### src/rtl/nibble_add_arbiter.sv
// NibbleAddArbiter: two requesters share one W-bit adder. A round-robin
// arbiter grants one requester, whose operands are captured and summed with
// full carry. Every transaction walks IDLE -> CAPT -> EXEC -> DONE, so the
// latency is fixed and back-to-back throughput is one sum per four cycles.
module nibble_add_arbiter #(
   parameter int W = 4
) (
   input  logic         clk,
   input  logic         rst_n,
   input  logic         ena,
   input  logic         req0,
   input  logic         req1,
   input  logic [W-1:0] a0,
   input  logic [W-1:0] b0,
   input  logic [W-1:0] a1,
   input  logic [W-1:0] b1,
   output logic         gnt0,
   output logic         gnt1,
   output logic         done,
   output logic         owner,
   output logic [W:0]   result,
   output logic         busy,
   output logic [7:0]   txn_cnt
);

   typedef enum logic [1:0] {
      IDLE = 2'd0,
      CAPT = 2'd1,
      EXEC = 2'd2,
      DONE = 2'd3
   } state_t;

   state_t       r_state;
   logic         r_gnt0;
   logic         r_gnt1;
   logic         r_done;
   logic         r_owner;
   logic         r_busy;
   logic         r_rrLast;
   logic [W:0]   r_result;
   logic [7:0]   r_txnCnt;
   logic [W-1:0] r_opA;
   logic [W-1:0] r_opB;

   logic         w_anyReq;
   logic         w_grantSel;
   logic [W:0]   w_sum;

   // Pick the next owner: on a tie, the requester that was not served last
   // wins; otherwise whichever single requester is asking.
   always_comb begin
      w_anyReq   = req0 | req1;
      w_grantSel = 1'b0;
      if (req0 && req1) begin
         w_grantSel = ~r_rrLast;
      end else if (req1) begin
         w_grantSel = 1'b1;
      end
      w_sum = {1'b0, r_opA} + {1'b0, r_opB};
   end

   // Transaction FSM; every output is a register updated alongside the state.
   always_ff @(posedge clk or negedge rst_n) begin
      if (!rst_n) begin
         r_state  <= IDLE;
         r_gnt0   <= 1'b0;
         r_gnt1   <= 1'b0;
         r_done   <= 1'b0;
         r_owner  <= 1'b0;
         r_busy   <= 1'b0;
         r_rrLast <= 1'b1;
         r_result <= '0;
         r_txnCnt <= 8'd0;
         r_opA    <= '0;
         r_opB    <= '0;
      end else begin
         case (r_state)
            IDLE: begin
               if (ena && w_anyReq) begin
                  r_state <= CAPT;
                  r_owner <= w_grantSel;
                  r_gnt0  <= ~w_grantSel;
                  r_gnt1  <= w_grantSel;
                  r_busy  <= 1'b1;
               end
            end
            CAPT: begin
               r_opA   <= r_owner ? a1 : a0;
               r_opB   <= r_owner ? b1 : b0;
               r_state <= EXEC;
            end
            EXEC: begin
               r_result <= w_sum;
               r_done   <= 1'b1;
               r_rrLast <= r_owner;
               r_state  <= DONE;
            end
            DONE: begin
               r_done   <= 1'b0;
               r_gnt0   <= 1'b0;
               r_gnt1   <= 1'b0;
               r_busy   <= 1'b0;
               r_txnCnt <= r_txnCnt + 8'd1;
               r_state  <= IDLE;
            end
            default: begin
               r_state <= IDLE;
               r_gnt0  <= 1'b0;
               r_gnt1  <= 1'b0;
               r_done  <= 1'b0;
               r_busy  <= 1'b0;
            end
         endcase
      end
   end

   assign gnt0    = r_gnt0;
   assign gnt1    = r_gnt1;
   assign done    = r_done;
   assign owner   = r_owner;
   assign result  = r_result;
   assign busy    = r_busy;
   assign txn_cnt = r_txnCnt;

endmodule

### config.mk
export PLATFORM = sky130hd
export DESIGN_NAME = nibble_add_arbiter
export DESIGN_NICKNAME = d
export VERILOG_FILES = /design/src/rtl/nibble_add_arbiter.sv
export SDC_FILE = /design/constraint.sdc
export NUM_CORES = 1
export LEC_CHECK = 0
export ABC_CLOCK_PERIOD_IN_PS = 1700
export CAP_MARGIN = 40
export CORE_MARGIN = 2
export CORE_UTILIZATION = 48
export CTS_CLUSTER_DIAMETER = 60
export DETAILED_ROUTE_END_ITERATION = 8
export GPL_TIMING_DRIVEN = 1
export PLACE_DENSITY = 0.88
export SLEW_MARGIN = 25
export SYNTH_ARGS = -nofsm -noshare
export SYNTH_HDL_FRONTEND = slang
export SYNTH_SLANG_ARGS = --single-unit
### constraint.sdc
create_clock -name clk -period 1.7 [get_ports clk]
set_input_delay 0.17 -clock clk [delete_from_list [all_inputs] [get_ports clk]]
set_output_delay 0.17 -clock clk [all_outputs]
set_load 0.02 [all_outputs]
==> flow_metrics.tcl <==
set metrics [dict create \
    ys_ff_latch 29 \
    htreeDepth 2 \
    fin_nets 208 \
    fin_skew_ns 0.006864 \
    grt_pass1_wl_um 4705 \
    rr_worst_depth 5 \
    fin_area_um2 1951 \
    diodes 0 \
    final_common_cell "clkdlybuf4s50_1" \
    dieArea_um2 3538 \
    end_kind "primary output" \
    antenna_found_initial 0 \
    critPathLaunch "txn_cnt[0]" \
    synthTopCellsByArea "dfrtp_1, ha_1, mux2i_1, xnor2_1, a21oi_1" \
    finalSetupTns_ns 0 \
    final_cell_mix "clkdlybuf4s50_1, dfrtp_1, nor2_1" \
    ant_nets 0 \
    finalCritPeriodShare_pct 92.64 \
    fin_ws_ns 0.1251 \
    path_class "reg -> out" \
    clkSinkCount 29 \
    grt_pass1_vias 1067 \
    worst-path-buf-inv 1 \
    hold_viol 0 \
    timing.fmax_ghz 0.6349 \
    maxSlewViolCount 0 \
    relSlewSlack_pct 67.40 \
    yosys_warnings 0 \
    cts_tree "built" \
    area_delta_synth_final_pct 32.01 \
    p_leak_nw 0.8730 \
    cts_resized 0 \
    crit_chain "clkdlybuf4s50_1" \
    synth.cell_area_um2 1478 \
    rows 20 \
    cts_setup_buffers 0 \
    synth_fp_nets 164 \
    drc 0 \
    numPortBuffers 38 \
    place_inst 202 \
    worstMarginPinSlew_ns 0.4889 \
    rsz0062_at_grt "false" \
    ys_seq_area_share_pct 49.20 \
    grt_max_degree 30 \
    hp-class "in -> async" \
    dp_hpwl_um 2232 \
    vias_per_cell 5.411 \
    cts_buffers 5 \
    cp_slowest_cell "clkdlybuf4s50_1" \
    wl_met1_um 1211 \
    final_cells 209 \
    powerDensity_nw_per_um2 1920 \
    io_pins 39 \
    grt-ovfl-total 0 \
    routed_wl_um 2929 \
    outcome "completed" \
    clkLatencyLatePin_ns 0.32 \
    setup.worst_path.start_class "register" \
    ctsHoldBuffers 0 \
    cts_buffer_depth 2 \
    yosys.area.top_type "dfrtp_1" \
    total_power_w 0.003746 \
    layout-drive-gt1-share_pct 10.23 \
    drv_cap 0 \
    crit_family "buffers and inverters" \
    crit_path_max_fanout 5 \
    cp.arrival_ns 1.40 \
    cts-root-buf "clkbuf_4" \
    rrSetupSlack_ns 0.21 \
    min_period_ns 1.575 \
    wl_met3_um 234 \
    critPathMaxStageDelay_ns 0.64 \
    syn_area_per_cell_um2 11.19 \
    grt_util_all_layers_pct 18.27 \
    dieWidth_um 59.49 \
    route.met2.wl_um 1447 \
    pre_cts_slack_ns 0.1949 \
    path_clk_slew_ns 0.09 \
    vdd_drop_max_mv 1.185 \
    dr.max_layer_used "met4" \
    die_h_um 59.49 \
    finalSetupViolCount 0 \
    yosysTopAreaCellShare_pct 47.42 \
    initial_core_util_pct 49.62 \
    first_iter_violations 18 \
    yosysUniqueCellTypes 35 \
    reg2reg_to "result[2]" \
    core-area_um2 2978 \
    placed_area_um2 1896 \
    via_count 1131 \
    required_ns 1.53 \
    reg2reg_from "r_opA[0]" \
    gp_congestion 0.8014 \
    wl_per_cell_um 14.01 \
    dr.pass1.iters 5 \
    synth_cells 132 \
]
## per-stage QoR
stage / util, % / hold slack (ns)
finish: 65.50 / 0.2189
global route: 65.50 / 0.2373
CTS: 65.50 / 0.2116
detailed placement: 63.66 / 0.4714
global placement: 63.66 / 0.4619
floorplan: - / -0.1256
## power by group
| group | total (W) | internal [W] | switching, W |
|---|---|---|---|
| logic | 0.00205 | 0.00102 | 0.00103 |
| clock network | 0.000419 | 0.000195 | 0.000224 |
| registers | 0.00128 | 0.00103 | 0.000252 |
## cell usage after synthesis, drive strengths merged
library cell and n:
dfstp 1, xnor2 6, nor2 13, a311oi 1
nor2b 3, a41oi 1, a21oi 10, nand4b 1
a32oi 1, and2b 1, nor4bb 1, o211ai 2
a31oi 2, ha 10, dfrtp 28, o22ai 1
nand2b 1, inv 9, mux2 5, a22oi 1
buf 4, nand3 2, nand4 5, o21ai 2
mux2i 10, clkbuf 1, and3 1, xor2 2
nand2 6, fa 1
## layout make-up
type | count | area (µm²)
Fill cell | 263 | 1027
Sequential cell | 29 | 726.9
Multi-Input combinational cell | 89 | 683.2
Timing Repair Buffer | 42 | 410.4
Clock buffer | 7 | 55.05
Tap cell | 33 | 41.29
Inverter | 9 | 33.78
## flip-flops by register name, summed over array words and instances, names as in the netlist
| name | count |
|---|---|
| r_opB | 4 |
| owner | 1 |
| txn_cnt | 8 |
| gnt1 | 1 |
| result | 5 |
| done | 1 |
| r_rrLast | 1 |
| r_opA | 4 |
| r_state | 2 |
| gnt0 | 1 |
| busy | 1 |
## per-layer routing
metal,vias up,GRT usage (%)
met2,34,30.30
met5,-,0
met1,546,21.77
li1,547,-
met3,4,6.987
met4,0,5.844
## worst max-delay path by stage
stage / end / slack, ns / depth (start not counted)
2_1_floorplan: result[2] / 0.29 / 5
3_3_place_gp: result[3] / 0.24 / 5
3_5_place_dp: result[2] / 0.19 / 5
4_1_cts: txn_cnt[0] / 0.10 / 1
5_1_grt: txn_cnt[0] / 0.06 / 1
6_report: txn_cnt[0] / 0.13 / 1
## cells by family after synthesis
family                     synth area share, %
and+or+nand+nor                          11.86
DFF                                      49.20
AOI/OAI and AO/OA                        8.976
muxes                                    10.84
buffers and inverters                    4.572
adders and majority gates                9.822
xor gates and xnor gates                 4.742
Note: power is estimated with default switching activity, not from simulation.
